**config.mk**
```make
export PLATFORM = sky130hd
export DESIGN_NAME = alu_issue_ctrl
export DESIGN_NICKNAME = d
export VERILOG_FILES = /design/src/rtl/alu_issue_ctrl_pkg.sv /design/src/rtl/alu_instr_decode.sv /design/src/rtl/alu_issue_ctrl.sv
export SDC_FILE = /design/constraint.sdc
export NUM_CORES = 1
export LEC_CHECK = 0
export BUFFER_PORTS_ARGS = -buffer_cell sky130_fd_sc_hd__buf_4
export CAP_MARGIN = 20
export CORE_MARGIN = 1.5
export CORE_UTILIZATION = 40
export CTS_BUF_LIST = sky130_fd_sc_hd__clkbuf_16
export CTS_CLUSTER_DIAMETER = 50
export DETAILED_ROUTE_END_ITERATION = 10
export GPL_ROUTABILITY_DRIVEN = 0
export PLACE_DENSITY = 0.69
export SLEW_MARGIN = 20
export SYNTH_ARGS = -nofsm -noshare
export SYNTH_HDL_FRONTEND = slang
export SYNTH_SLANG_ARGS = --single-unit
```
**constraint.sdc**
```tcl
create_clock -name i_clk -period 5.2 [get_ports i_clk]
set_input_delay 1.3 -clock i_clk [delete_from_list [all_inputs] [get_ports i_clk]]
set_output_delay 1.3 -clock i_clk [all_outputs]
set_load 0.05 [all_outputs]
```
**src/rtl/alu_issue_ctrl_pkg.sv**
```systemverilog
// Shared constants for the ALU issue controller: MIPS opcode/funct fields, ALU operation codes, FSM states.
// ALU_ISSUE_IMM_EN enables I-type (immediate) decode.
package alu_issue_ctrl_pkg;

  localparam logic [5:0] OPC_RTYPE = 6'h00;
  localparam logic [5:0] OPC_BEQ   = 6'h04;
  localparam logic [5:0] OPC_BNE   = 6'h05;
  localparam logic [5:0] OPC_ADDI  = 6'h08;
  localparam logic [5:0] OPC_SLTI  = 6'h0a;
  localparam logic [5:0] OPC_ANDI  = 6'h0c;
  localparam logic [5:0] OPC_ORI   = 6'h0d;
  localparam logic [5:0] OPC_LUI   = 6'h0f;

  localparam logic [5:0] FN_SLL = 6'h00;
  localparam logic [5:0] FN_SRL = 6'h02;
  localparam logic [5:0] FN_ADD = 6'h20;
  localparam logic [5:0] FN_SUB = 6'h22;
  localparam logic [5:0] FN_AND = 6'h24;
  localparam logic [5:0] FN_OR  = 6'h25;
  localparam logic [5:0] FN_NOR = 6'h27;
  localparam logic [5:0] FN_SLT = 6'h2a;
  localparam logic [5:0] FN_MUL = 6'h2c;

  localparam logic [5:0] ALU_OPRN_ADD = 6'd1;
  localparam logic [5:0] ALU_OPRN_SUB = 6'd2;
  localparam logic [5:0] ALU_OPRN_MUL = 6'd3;
  localparam logic [5:0] ALU_OPRN_SRL = 6'd4;
  localparam logic [5:0] ALU_OPRN_SLL = 6'd5;
  localparam logic [5:0] ALU_OPRN_AND = 6'd6;
  localparam logic [5:0] ALU_OPRN_OR  = 6'd7;
  localparam logic [5:0] ALU_OPRN_NOR = 6'd8;
  localparam logic [5:0] ALU_OPRN_SLT = 6'd9;

`ifdef ALU_ISSUE_IMM_EN
  localparam bit IMM_DECODE_EN = 1'b1;
`else
  localparam bit IMM_DECODE_EN = 1'b0;
`endif

  typedef enum logic [1:0] {
    ST_IDLE  = 2'd0,
    ST_DRIVE = 2'd1,
    ST_RESP  = 2'd2
  } issue_state_e;

endpackage

```
**src/rtl/alu_instr_decode.sv**
```systemverilog
// Combinational MIPS instruction decoder: maps INSTR plus register operands to ALU OPRN/OP1/OP2.
// Immediate opcodes decode only when ALU_ISSUE_IMM_EN is defined; otherwise they flag illegal.
module alu_instr_decode
  import alu_issue_ctrl_pkg::*;
#(
  parameter int DATA_W = 32,
  parameter int OPRN_W = 6
) (
  input  logic [31:0]       i_instr,
  input  logic [DATA_W-1:0] i_rs_data,
  input  logic [DATA_W-1:0] i_rt_data,
  output logic [OPRN_W-1:0] o_oprn,
  output logic [DATA_W-1:0] o_op1,
  output logic [DATA_W-1:0] o_op2,
  output logic              o_illegal
);

  logic [5:0]        w_opcode;
  logic [5:0]        w_funct;
  logic [4:0]        w_shamt;
  logic [15:0]       w_imm;
  logic [DATA_W-1:0] w_shamt_ext;
  logic [DATA_W-1:0] w_imm_sext;
  logic [DATA_W-1:0] w_imm_zext;
  logic [DATA_W-1:0] w_imm_upper;
  logic              w_unused_fields;

  assign w_opcode    = i_instr[31:26];
  assign w_funct     = i_instr[5:0];
  assign w_shamt     = i_instr[10:6];
  assign w_imm       = i_instr[15:0];
  assign w_shamt_ext = {{(DATA_W-5){1'b0}}, w_shamt};
  assign w_imm_sext  = {{(DATA_W-16){w_imm[15]}}, w_imm};
  assign w_imm_zext  = {{(DATA_W-16){1'b0}}, w_imm};
  assign w_imm_upper = {w_imm, {(DATA_W-16){1'b0}}};
  // Register-number fields are resolved upstream by the register file read.
  assign w_unused_fields = ^i_instr[25:11];

  always_comb begin
    o_oprn    = '0;
    o_op1     = i_rs_data;
    o_op2     = i_rt_data;
    o_illegal = 1'b0;
    case (w_opcode)
      OPC_RTYPE: begin
        case (w_funct)
          FN_ADD: o_oprn = OPRN_W'(ALU_OPRN_ADD);
          FN_SUB: o_oprn = OPRN_W'(ALU_OPRN_SUB);
          FN_MUL: o_oprn = OPRN_W'(ALU_OPRN_MUL);
          FN_SRL: begin
            o_oprn = OPRN_W'(ALU_OPRN_SRL);
            o_op1  = i_rt_data;
            o_op2  = w_shamt_ext;
          end
          FN_SLL: begin
            o_oprn = OPRN_W'(ALU_OPRN_SLL);
            o_op1  = i_rt_data;
            o_op2  = w_shamt_ext;
          end
          FN_AND: o_oprn = OPRN_W'(ALU_OPRN_AND);
          FN_OR:  o_oprn = OPRN_W'(ALU_OPRN_OR);
          FN_NOR: o_oprn = OPRN_W'(ALU_OPRN_NOR);
          FN_SLT: o_oprn = OPRN_W'(ALU_OPRN_SLT);
          default: o_illegal = 1'b1;
        endcase
      end
      // Branch compare is a subtract; the consumer only looks at the zero flag.
      OPC_BEQ, OPC_BNE: o_oprn = OPRN_W'(ALU_OPRN_SUB);
      OPC_ADDI: begin
        o_oprn    = OPRN_W'(ALU_OPRN_ADD);
        o_op2     = w_imm_sext;
        o_illegal = !IMM_DECODE_EN;
      end
      OPC_SLTI: begin
        o_oprn    = OPRN_W'(ALU_OPRN_SLT);
        o_op2     = w_imm_sext;
        o_illegal = !IMM_DECODE_EN;
      end
      OPC_ANDI: begin
        o_oprn    = OPRN_W'(ALU_OPRN_AND);
        o_op2     = w_imm_zext;
        o_illegal = !IMM_DECODE_EN;
      end
      OPC_ORI: begin
        o_oprn    = OPRN_W'(ALU_OPRN_OR);
        o_op2     = w_imm_zext;
        o_illegal = !IMM_DECODE_EN;
      end
      OPC_LUI: begin
        o_oprn    = OPRN_W'(ALU_OPRN_OR);
        o_op1     = '0;
        o_op2     = w_imm_upper;
        o_illegal = !IMM_DECODE_EN;
      end
      default: o_illegal = 1'b1;
    endcase
  end

endmodule

```
**src/rtl/alu_issue_ctrl.sv**
```systemverilog
// Requester side of the combinational ALU: decode, hold operands for a settle window, return result via valid/ready.
// Define ALU_ISSUE_IMM_EN to add I-type decode (addi/slti/andi/ori/lui).
module alu_issue_ctrl
  import alu_issue_ctrl_pkg::*;
#(
  parameter int DATA_W        = 32,
  parameter int OPRN_W        = 6,
  parameter int SETTLE_CYCLES = 1
) (
  input  logic              i_clk,
  input  logic              i_rst_n,
  input  logic              i_req_valid,
  output logic              o_req_ready,
  input  logic [31:0]       i_instr,
  input  logic [DATA_W-1:0] i_rs_data,
  input  logic [DATA_W-1:0] i_rt_data,
  output logic [DATA_W-1:0] o_alu_op1,
  output logic [DATA_W-1:0] o_alu_op2,
  output logic [OPRN_W-1:0] o_alu_oprn,
  input  logic [DATA_W-1:0] i_alu_out,
  input  logic              i_alu_zero,
  output logic              o_rsp_valid,
  input  logic              i_rsp_ready,
  output logic [DATA_W-1:0] o_rsp_data,
  output logic              o_rsp_zero,
  output logic              o_rsp_err
);

  localparam logic [3:0] SETTLE_LAST = 4'(SETTLE_CYCLES - 1);

  issue_state_e      r_state;
  issue_state_e      w_next_state;
  logic [3:0]        r_cnt;
  logic [DATA_W-1:0] r_alu_op1;
  logic [DATA_W-1:0] r_alu_op2;
  logic [OPRN_W-1:0] r_alu_oprn;
  logic [DATA_W-1:0] r_rsp_data;
  logic              r_rsp_zero;
  logic              r_rsp_err;

  logic [OPRN_W-1:0] w_dec_oprn;
  logic [DATA_W-1:0] w_dec_op1;
  logic [DATA_W-1:0] w_dec_op2;
  logic              w_dec_illegal;
  logic              w_accept;
  logic              w_settle_done;

  alu_instr_decode #(
    .DATA_W(DATA_W),
    .OPRN_W(OPRN_W)
  ) u_decode (
    .i_instr   (i_instr),
    .i_rs_data (i_rs_data),
    .i_rt_data (i_rt_data),
    .o_oprn    (w_dec_oprn),
    .o_op1     (w_dec_op1),
    .o_op2     (w_dec_op2),
    .o_illegal (w_dec_illegal)
  );

  assign w_accept      = i_req_valid && (r_state == ST_IDLE);
  assign w_settle_done = (r_state == ST_DRIVE) && (r_cnt == SETTLE_LAST);

  always_ff @(posedge i_clk or negedge i_rst_n) begin
    if (!i_rst_n) begin
      r_state <= ST_IDLE;
    end else begin
      r_state <= w_next_state;
    end
  end

  always_comb begin
    w_next_state = r_state;
    case (r_state)
      ST_IDLE: begin
        if (w_accept) begin
          w_next_state = w_dec_illegal ? ST_RESP : ST_DRIVE;
        end
      end
      ST_DRIVE: begin
        if (w_settle_done) begin
          w_next_state = ST_RESP;
        end
      end
      ST_RESP: begin
        if (i_rsp_ready) begin
          w_next_state = ST_IDLE;
        end
      end
      default: w_next_state = ST_IDLE;
    endcase
  end

  // Illegal instructions skip the ALU entirely and leave the previous operands on the bus.
  always_ff @(posedge i_clk or negedge i_rst_n) begin
    if (!i_rst_n) begin
      r_cnt      <= '0;
      r_alu_op1  <= '0;
      r_alu_op2  <= '0;
      r_alu_oprn <= '0;
      r_rsp_data <= '0;
      r_rsp_zero <= 1'b0;
      r_rsp_err  <= 1'b0;
    end else if (w_accept) begin
      r_cnt <= '0;
      if (w_dec_illegal) begin
        r_rsp_err  <= 1'b1;
        r_rsp_data <= '0;
        r_rsp_zero <= 1'b0;
      end else begin
        r_alu_op1  <= w_dec_op1;
        r_alu_op2  <= w_dec_op2;
        r_alu_oprn <= w_dec_oprn;
      end
    end else if (w_settle_done) begin
      r_rsp_data <= i_alu_out;
      r_rsp_zero <= i_alu_zero;
      r_rsp_err  <= 1'b0;
    end else if (r_state == ST_DRIVE) begin
      r_cnt <= r_cnt + 4'd1;
    end
  end

  assign o_req_ready = (r_state == ST_IDLE);
  assign o_rsp_valid = (r_state == ST_RESP);
  assign o_alu_op1   = r_alu_op1;
  assign o_alu_op2   = r_alu_op2;
  assign o_alu_oprn  = r_alu_oprn;
  assign o_rsp_data  = r_rsp_data;
  assign o_rsp_zero  = r_rsp_zero;
  assign o_rsp_err   = r_rsp_err;

endmodule

```
==> results.py, run 1 <==
metrics = {
    "status": {
        "outcome": "completed",
    },
    "route": {
        "drt_iter0_drc": 338,
        "vias": 4839,
        "drt-total-wl_um": 15300,
        "antenna_left": 0,
        "wire_per_inst_um": 16.1,
        "drcViolationCount": 0,
        "routed_via_density": 5.09,
        "first_pass_iters": 7,
    },
    "sta": {
        "slew_viol_final": 0,
        "grt_setup_unrepaired": "no",
        "finalCritPeriodShare_pct": 66.8,
        "min_period_ns": 3.48,
        "slew_headroom_pct": 28.5,
        "setup-violations-final": 0,
        "clock.fmax_ghz": 0.288,
        "hold_viol": 0,
        "finClkSkew_ns": 0.0103,
        "worst_pin_slew_ns": 1.07,
        "finalSetupTns_ns": 0,
    },
    "synth": {
        "ys_top_cells_by_area": "dfrtp_1, mux2i_1, nand2_1",
        "synth_flop_cell": "dfrtp_1",
        "yosysTopAreaCell": "dfrtp_1",
        "yosysTopAreaCellShare_pct": 49.9,
        "yosys.cell_types.count": 54,
        "yosysWarnings": 0,
        "syn_area_mm2": 0.00542,
        "synth_edf_count": 0,
        "ys_async_sr_fraction_pct": 100,
        "syn_area_per_cell_um2": 9.43,
        "ys_ff_latch": 108,
        "synth_cells": 574,
        "yosysSeqAreaShare_pct": 49.9,
    },
    "cts": {
        "cts_sinks": 108,
        "path_clk_slew_ns": 0.07,
        "cts_resized": 0,
        "clock_path_buffers": 2,
        "cts_tree": "built",
        "hold_buffers": 0,
        "post_cts.repair.setup_buffers": 0,
        "cts_root_buf": "clkbuf_16",
        "htree_levels": 3,
        "cts-buffers-inserted": 9,
        "worstSkewPairLatency_ns": 0.35,
    },
    "pwr": {
        "p_leak_uw": 0.00373,
        "fin_total_pwr_uw": 2800,
        "peakVddDrop_mv": 0.224,
        "power_density_mw_per_mm2": 376,
    },
    "floorplan": {
        "io_pins": 239,
        "core.rowCount": 42,
        "dieWidth_um": 119,
        "initial_utilization_pct": 40.9,
        "fp.coreArea_mm2": 0.0132,
        "fp.dieH_um": 119,
        "die-area_mm2": 0.0142,
    },
    "placement": {
        "port_buffers": 221,
        "dpl_cell_area_mm2": 0.00717,
        "dp_hpwl_um": 10900,
    },
    "global_route": {
        "antenna_found_initial": 0,
        "grt_max_degree": 58,
        "groute.usage.overall_pct": 21.5,
        "overflow": 0,
        "grt_pass1_wl_um": 24300,
        "grt_pass1_vias": 4865,
    },
    "layout": {
        "regArea_mm2": 0.00270,
        "final_nets": 905,
        "finalInstanceArea_mm2": 0.00746,
        "final_core_util_pct": 56.3,
        "drive_above_1_share_pct": 32.4,
        "diodes": 0,
        "multi_input_area_mm2": 0.00227,
        "num-fill-cells": 1184,
        "synthToLayoutAreaGrowth_pct": 37.7,
        "final_cell_mix": "buf_4, dfrtp_1, inv_1, nand2_1, mux2i_1",
        "final_common_cell": "buf_4",
    },
    "critical_path": {
        "path_class": "input port to flip-flop",
        "crit_arrival_ns": 3.74,
        "crit_path_end_kind": "flip-flop",
        "start_kind": "input port",
        "cp.required_ns": 5.46,
        "worstPathMaxFanout": 57,
    },
    "job": {
        "cap_viol_max_count": 0,
    },
    "worst_hold_path": {
        "min_path_type": "flip-flop to flip-flop",
    },
}
## worst max-delay path: stages
cell and delay (ns):
buf_4 0.11, nor2_2 0.26, or4b_1 0.53, or2_0 0.28, a21oi_4 0.50, buf_12 0.42
mux2i_1 0.27
## report_power, final
group	internal, µW	total, µW	switching, µW
clock network	368	668	300
registers	980	1060	82.5
logic	329	1070	741
total	1680	2800	1120
## per-stage QoR
step	std cells	setup slack [ns]	hold slack (ns)
floorplan	575	2.14	0.506
global placement	935	1.49	0.477
detailed placement	935	1.37	0.474
CTS	950	1.74	0.502
global route	950	1.52	0.521
finish	950	1.72	0.496
## flip-flops by register name, indices dropped and copies added (netlist names)
name        cells
o_rsp_zero      1
o_alu_op2      32
r_state         2
r_cnt           4
o_alu_oprn      4
o_rsp_err       1
o_rsp_data     32
o_alu_op1      32
## cells by family after synthesis
kind of cell               share of synthesized area, %
and+or+nand+nor                                    17.7
buffers and inverters                              8.87
DFF                                                49.9
AOI/OAI and AO/OA                                  9.77
muxes                                              12.6
xor gates and xnor gates                          0.647
adders and majority gates                         0.462
other                                            0.0692
## cells in the mapped netlist, drive strengths merged (3+ instances only)
library cell and count:
buf 20, a21oi 38, and3 33, clkbuf 23, a222oi 5, or2 3, nand3 35, o21ai 39
nor2 10, nor2b 6, nand2 73, mux2i 66, nand2b 5, dfrtp 108, inv 70, xor2 3
## path summary, 6_finish.rpt
| check | slack, ns | to | startpoint | cells past startpoint |
|---|---|---|---|---|
| min reg2reg | 0.50 | o_alu_oprn[1] | o_alu_oprn[1] | 1 |
| max in group asynchronous | 3.28 | o_rsp_data[19] | i_rst_n | 2 |
| min in group asynchronous | 0.96 | o_rsp_data[23] | i_rst_n | 1 |
| max | 1.72 | o_alu_op1[12] | i_instr[31] | 7 |
| min | 0.50 | o_alu_oprn[1] | o_alu_oprn[1] | 1 |
| max reg2reg | 2.90 | o_alu_op1[12] | r_state[1] | 6 |
## final cells by class
type / instances / share of cell area (%)
Clock buffer: 9 / 3.02
Clock inverter: 6 / 0.789
Inverter: 70 / 3.52
Multi-Input combinational cell: 354 / 30.4
Sequential cell: 108 / 36.2
Tap cell: 176 / 2.95
Timing Repair Buffer: 227 / 23.0
## layer usage
layer / wire length, µm / part of all wire [%] / GRT usage [%] / up-vias
li1: - / - / - / 2300
met2: 7060 / 46 / 34.5 / 208
met5: 0 / 0 / 0 / -
met3: 1330 / 8.7 / 5.99 / 18
met4: 282 / 1.8 / 8.85 / 0
met1: 6620 / 43 / 27.5 / 2313
(Power assumes the default switching activity.)
==> run 2, diff against run 1 <==
--- a/config.mk
+++ b/config.mk
@@ -5,6 +5,7 @@
 export SDC_FILE = /design/constraint.sdc
 export NUM_CORES = 1
 export LEC_CHECK = 0
+export ABC_AREA = 1
 export BUFFER_PORTS_ARGS = -buffer_cell sky130_fd_sc_hd__buf_4
 export CAP_MARGIN = 20
 export CORE_MARGIN = 1.5
@@ -13,7 +14,7 @@
 export CTS_CLUSTER_DIAMETER = 50
 export DETAILED_ROUTE_END_ITERATION = 10
 export GPL_ROUTABILITY_DRIVEN = 0
-export PLACE_DENSITY = 0.69
+export PLACE_DENSITY = 0.7
 export SLEW_MARGIN = 20
 export SYNTH_ARGS = -nofsm -noshare
 export SYNTH_HDL_FRONTEND = slang
==> constraint.sdc (replaced) <==
create_clock -name i_clk -period 3.3 [get_ports i_clk]
set_input_delay 0.825 -clock i_clk [delete_from_list [all_inputs] [get_ports i_clk]]
set_output_delay 0.825 -clock i_clk [all_outputs]
set_load 0.05 [all_outputs]
==> run 2 against run 1 <==
Effect of this change:
- clock power is 83% higher
- register-to-register slack got worse by 1.7 ns
- synthesized area down 2.5%
- die area fell by 2.5%
- sequential cell count unchanged
- design area about the same
- critical path type unchanged
==> results.py, run 2 <==
metrics = {
    "route": {
        "routed_via_density": 4.70,
        "drcViolationCount": 0,
        "antenna_left": 0,
        "vias": 5189,
        "drt-total-wl_um": 16200,
        "first_pass_iters": 5,
        "wire_per_inst_um": 14.7,
        "drt_iter0_drc": 280,
    },
    "pwr": {
        "peakVddDrop_mv": 0.360,
        "switching_share_pct": 38.8,
        "p_int_uw": 2760,
        "netSwitchingPower_uw": 1750,
        "p_leak_uw": 0.00436,
        "comb_power_share_pct": 36.3,
        "pwr-share-seq_pct": 36.7,
        "fin_total_pwr_uw": 4510,
        "power_density_mw_per_mm2": 605,
        "power_frac_clock_pct": 27.0,
    },
    "synth": {
        "ys_async_sr_fraction_pct": 100,
        "syn_area_per_cell_um2": 7.41,
        "yosysTopAreaCell": "dfrtp_1",
        "synth_commonest_cells": "nand2_1, dfrtp_1, nand3_1",
        "yosysMostFrequentCell": "nand2_1",
        "ys_ff_latch": 108,
        "syn_area_mm2": 0.00528,
        "ys_top_cells_by_area": "dfrtp_1, nand2_1, nand3_1",
        "synth_edf_count": 0,
        "synth_cells": 712,
        "synth_flop_cell": "dfrtp_1",
        "yosysSeqAreaShare_pct": 51.2,
        "yosysWarnings": 0,
        "yosysTopAreaCellShare_pct": 51.2,
        "yosys.cell_types.count": 27,
    },
    "floorplan": {
        "initial_utilization_pct": 41.5,
        "fp.dieH_um": 118,
        "core.rowCount": 41,
        "die-area_mm2": 0.0139,
        "io_pins": 239,
        "dieWidth_um": 118,
        "fp.coreArea_mm2": 0.0127,
    },
    "sta": {
        "finalCritPeriodShare_pct": 77.9,
        "worst_pin_slew_ns": 0.702,
        "slew_headroom_pct": 53.1,
        "clock.fmax_ghz": 0.389,
        "min_period_ns": 2.57,
        "hold_viol": 0,
        "finalSetupTns_ns": 0,
        "grt_setup_unrepaired": "no",
        "slew_viol_final": 0,
        "finClkSkew_ns": 0.00552,
        "setup-violations-final": 0,
    },
    "layout": {
        "final_cell_mix": "nand2_1, buf_4, dfrtp_1",
        "diodes": 0,
        "final_nets": 1061,
        "regArea_mm2": 0.00270,
        "num-fill-cells": 1270,
        "finalInstanceArea_mm2": 0.00746,
        "final_common_cell": "nand2_1",
        "multi_input_area_mm2": 0.00229,
        "drive_above_1_share_pct": 28.0,
        "synthToLayoutAreaGrowth_pct": 41.3,
    },
    "placement": {
        "port_buffers": 226,
        "dpl_cell_area_mm2": 0.00712,
        "dp_hpwl_um": 11900,
    },
    "critical_path": {
        "crit_path_end_kind": "flip-flop",
        "crit_top_cell": "nand2_1",
        "crit_arrival_ns": 2.81,
        "start_kind": "input port",
        "cp.required_ns": 3.54,
        "path_class": "input port to flip-flop",
        "cpLargestDelayFamily": "simple AND/OR/NAND/NOR gates",
        "crit_slowest_cell": "nand2_2",
        "path_buf_inv": 3,
        "worstPathCellList": "buf_4 > nor2_4 > nand3_2 > inv_2 > nand2_1 > inv_1 > nand3_2 > nand3_4 > nand2_2 > nand2_1 > nand2_1",
        "worstPathMaxFanout": 34,
        "cpPeakStageDelay_ns": 0.46,
    },
    "global_route": {
        "antenna_found_initial": 0,
        "grt_pass1_vias": 5071,
        "groute.usage.overall_pct": 23.9,
        "overflow": 0,
        "grt_pass1_wl_um": 26100,
        "grt_max_degree": 51,
    },
    "cts": {
        "htree_levels": 3,
        "cts_sinks": 108,
        "clock_path_buffers": 2,
        "hold_buffers": 0,
        "worstSkewPairLatency_ns": 0.35,
        "post_cts.repair.setup_buffers": 0,
        "path_clk_slew_ns": 0.07,
        "cts_resized": 0,
        "cts_tree": "built",
        "cts_root_buf": "clkbuf_16",
        "cts-buffers-inserted": 9,
    },
    "status": {
        "outcome": "completed",
    },
    "job": {
        "cap_viol_max_count": 0,
    },
    "worst_hold_path": {
        "min_path_type": "flip-flop to flip-flop",
    },
}
## run 2: per-layer routing
metal / part of all wire, % / global-route usage, % / vias up
met2: 48 / 40.2 / 177
li1: - / - / 2638
met3: 5.8 / 4.80 / 35
met5: 0 / 0 / -
met1: 43 / 29.5 / 2339
met4: 3.2 / 11.3 / 0
## run 2: area by class of cell
class	instances	share of cell area, %
multi-input combinational	548	30.8
inverter	22	1.11
clock inverter	7	1.46
timing repair buffer	237	24.5
sequential	108	36.2
tap	172	2.89
clock buffer	9	3.02
## run 2: worst register-to-register path, cell delays in order (launching register included)
cell and delay, ns:
dfrtp_1 0.41, nor2_1 0.18, nand2_1 0.12, inv_1 0.21, nand3_4 0.27, nand2_2 0.60
nand2_1 0.16, nand2_1 0.11
## run 2: path summary, 6_finish.rpt
check	from	end	slack (ns)	cells past startpoint
max in group asynchronous	i_rst_n	o_rsp_data[20]	2.06	2
worst max register to register	r_state[0]	o_rsp_data[0]	1.20	7
worst max-delay path	i_instr[31]	o_rsp_data[0]	0.73	11
worst min register to register	o_rsp_data[16]	o_rsp_data[16]	0.47	2
worst min-delay path	o_rsp_data[16]	o_rsp_data[16]	0.47	2
min in group asynchronous	i_rst_n	o_alu_op1[15]	0.49	1
## run 2: power by group through the flow
stage | clock (µW) | combinational [µW] | sequential, µW
after CTS | 1240 | 1650 | 1650
final | 1220 | 1640 | 1650
after global routing | 1280 | 1740 | 1680
after global placement | 0 | 1640 | 1670
after floorplan | 0 | 297 | 2410
after detailed placement | 0 | 1650 | 1670
## run 2: through the flow
step	utilization, %	hold slack, ns	instances	setup WS [ns]
after floorplan	-	0.527	713	1.22
after global placement	56.0	0.455	1087	0.438
after detailed placement	56.0	0.459	1087	0.395
after CTS	58.6	0.477	1103	0.715
after global routing	58.6	0.491	1103	0.505
final	58.6	0.470	1103	0.730
## run 2: logic make-up after synthesis
kind of cell / after synthesis / synth area share (%)
xor gates and xnor gates: 1 / 0.166
AOI/OAI and AO/OA: 47 / 5.17
buffers and inverters: 57 / 5.67
adders and majority gates: 2 / 0.474
and+or+nand+nor: 496 / 37.2
other: 1 / 0.0711
DFF: 108 / 51.2
==> run 3, diff against run 2 <==
--- a/config.mk
+++ b/config.mk
@@ -5,7 +5,7 @@
 export SDC_FILE = /design/constraint.sdc
 export NUM_CORES = 1
 export LEC_CHECK = 0
-export ABC_AREA = 1
+export ABC_AREA = 0
 export BUFFER_PORTS_ARGS = -buffer_cell sky130_fd_sc_hd__buf_4
 export CAP_MARGIN = 20
 export CORE_MARGIN = 1.5
@@ -14,7 +14,7 @@
 export CTS_CLUSTER_DIAMETER = 50
 export DETAILED_ROUTE_END_ITERATION = 10
 export GPL_ROUTABILITY_DRIVEN = 0
-export PLACE_DENSITY = 0.7
+export PLACE_DENSITY = 0.69
 export SLEW_MARGIN = 20
 export SYNTH_ARGS = -nofsm -noshare
 export SYNTH_HDL_FRONTEND = slang
==> constraint.sdc (replaced) <==
create_clock -name i_clk -period 2.6 [get_ports i_clk]
set_input_delay 0.65 -clock i_clk [delete_from_list [all_inputs] [get_ports i_clk]]
set_output_delay 0.65 -clock i_clk [all_outputs]
set_load 0.05 [all_outputs]
==> run 3 against run 2 <==
Effect of this change:
- combinational power grew 32%
- critical path type unchanged
- via count shrank 5.4%
- first-iteration DRC count grew 3.2%
- clock skew grew 0.0072 ns
- critical endpoint is now o_alu_oprn[2]
- highest routed layer unchanged
- setup slack lost 0.35 ns
- global-route usage shrank 2.2 points
- largest power group is now combinational cells
==> results.py, run 3 (synthesized netlist as in run 1, its figures left out) <==
metrics = {
    "pwr": {
        "peakVddDrop_mv": 0.453,
        "p_leak_uw": 0.00382,
        "power_density_mw_per_mm2": 727,
    },
    "sta": {
        "hold_viol": 0,
        "setup-violations-final": 0,
        "finalSetupTns_ns": 0,
        "clock.fmax_ghz": 0.451,
        "grt_setup_unrepaired": "no",
        "finClkSkew_ns": 0.0127,
        "slew_viol_final": 0,
        "finalCritPeriodShare_pct": 85.2,
        "min_period_ns": 2.22,
        "holdWs_ns": 0.240,
    },
    "global_route": {
        "grt.met3_usage_pct": 7.38,
        "busiest_layer": "met2",
        "groute.usage.overall_pct": 21.7,
        "grt_pass1_vias": 4946,
        "overflow": 0,
        "use_met1_pct": 27.1,
        "grt_pass1_wl_um": 25000,
        "antenna_found_initial": 0,
        "groute.layer.met2.usage_pct": 36.4,
        "grt_max_degree": 49,
    },
    "critical_path": {
        "rr_worst_depth": 7,
        "path_class": "input port to flip-flop",
        "worstPathMaxFanout": 11,
        "ff2ff_setup_slack_ns": 0.76,
        "endpoint": "o_alu_oprn[2]",
        "rr_endpoint": "o_rsp_data[2]",
        "crit_path_end_kind": "flip-flop",
        "start_kind": "input port",
        "crit_start": "i_instr[26]",
        "cp.required_ns": 2.81,
        "crit_arrival_ns": 2.43,
        "worstReg2RegStart": "r_cnt[0]",
    },
    "placement": {
        "dp_hpwl_um": 11300,
        "port_buffers": 221,
    },
    "job": {
        "cap_viol_max_count": 0,
    },
    "route": {
        "first_pass_iters": 6,
        "routed_via_density": 5.08,
        "drt-total-wl_um": 15400,
        "drt_iter0_drc": 289,
        "drcViolationCount": 0,
        "antenna_left": 0,
        "vias": 4908,
        "wire_per_inst_um": 16.0,
    },
    "floorplan": {
        "core.rowCount": 42,
        "dieWidth_um": 119,
        "initial_utilization_pct": 40.9,
        "io_pins": 239,
        "fp.coreArea_mm2": 0.0132,
        "fp.dieH_um": 119,
        "die-area_mm2": 0.0142,
    },
    "layout": {
        "final_core_util_pct": 57.7,
        "diodes": 0,
        "synthToLayoutAreaGrowth_pct": 41.0,
        "drive_above_1_share_pct": 33.6,
        "final_common_cell": "buf_4",
        "final_cell_mix": "buf_4, dfrtp_1, nand2_1",
        "final_nets": 921,
    },
    "cts": {
        "cts-buffers-inserted": 9,
        "path_clk_slew_ns": 0.06,
        "cts_tree": "built",
        "cts_resized": 0,
        "hold_buffers": 0,
        "cts_sinks": 108,
        "cts_root_buf": "clkbuf_16",
        "worstSkewPairLatency_ns": 0.34,
        "post_cts.repair.setup_buffers": 0,
        "clock_path_buffers": 2,
        "htree_levels": 3,
    },
    "status": {
        "outcome": "completed",
    },
    "worst_hold_path": {
        "min_path_type": "input port to async pin",
    },
}
-- run 3: changes by cell type in the layout (fill, tap and decap cells not counted), moves of 4 or more --
cell and delta:
a21oi_1 +33, a222oi_1 +5, a22oi_1 -12, and3_1 +33, buf_12 +4, inv_1 +49, mux2i_1 +66, nand2_1 -351
nand2b_1 +5, nor2_1 -12, nor2b_1 +5, o21ai_0 +12
-- run 3: cell type report --
type,count,area [µm²]
inverter,70,263
sequential,108,2700
tap,176,220
fill,1173,5610
clock buffer,9,225
clock inverter,7,42.5
multi-input combinational,354,2260
timing repair buffer,243,1920
-- run 3: per-stage QoR --
stage	area (µm²)	total power [µW]	cells	setup WS (ns)
floorplan	5420	3510	575	0.195
detailed placement	7370	4330	951	0.0382
global placement	7370	4290	951	0.0681
finish	7640	5550	967	0.384
CTS	7640	5610	967	0.400
global route	7640	5800	967	0.317
-- run 3: routing by layer --
metal / vias to the layer above / wire [µm]
li1: 2343 / -
met2: 196 / 7290
met1: 2358 / 6570
met5: - / 0
met4: 0 / 178
met3: 11 / 1410
-- run 3: worst max-delay path, stage by stage --
cell,delay [ns]
buf_4,0.14
nor2b_1,0.13
or4b_1,0.51
or2_0,0.27
a21oi_4,0.20
buf_12,0.18
mux2_1,0.33
-- run 3: where the power goes --
part	switching (µW)	internal [µW]	total, µW
sequential	168	1960	2130
combinational	1490	677	2160
clock	611	649	1260
total	2270	3290	5550
-- run 3: worst min-delay path by stage --
stage / start / endpoint / slack (ns) / depth (start not counted)
floorplan: i_rst_n / o_alu_op1[0] / 0.35 / 0
global placement: o_rsp_err / o_rsp_err / 0.47 / 2
detailed placement: o_alu_oprn[1] / o_alu_oprn[1] / 0.49 / 1
CTS: i_rst_n / o_rsp_data[3] / 0.24 / 1
global route: i_rst_n / o_rsp_data[23] / 0.26 / 1
finish: i_rst_n / o_rsp_data[23] / 0.24 / 1
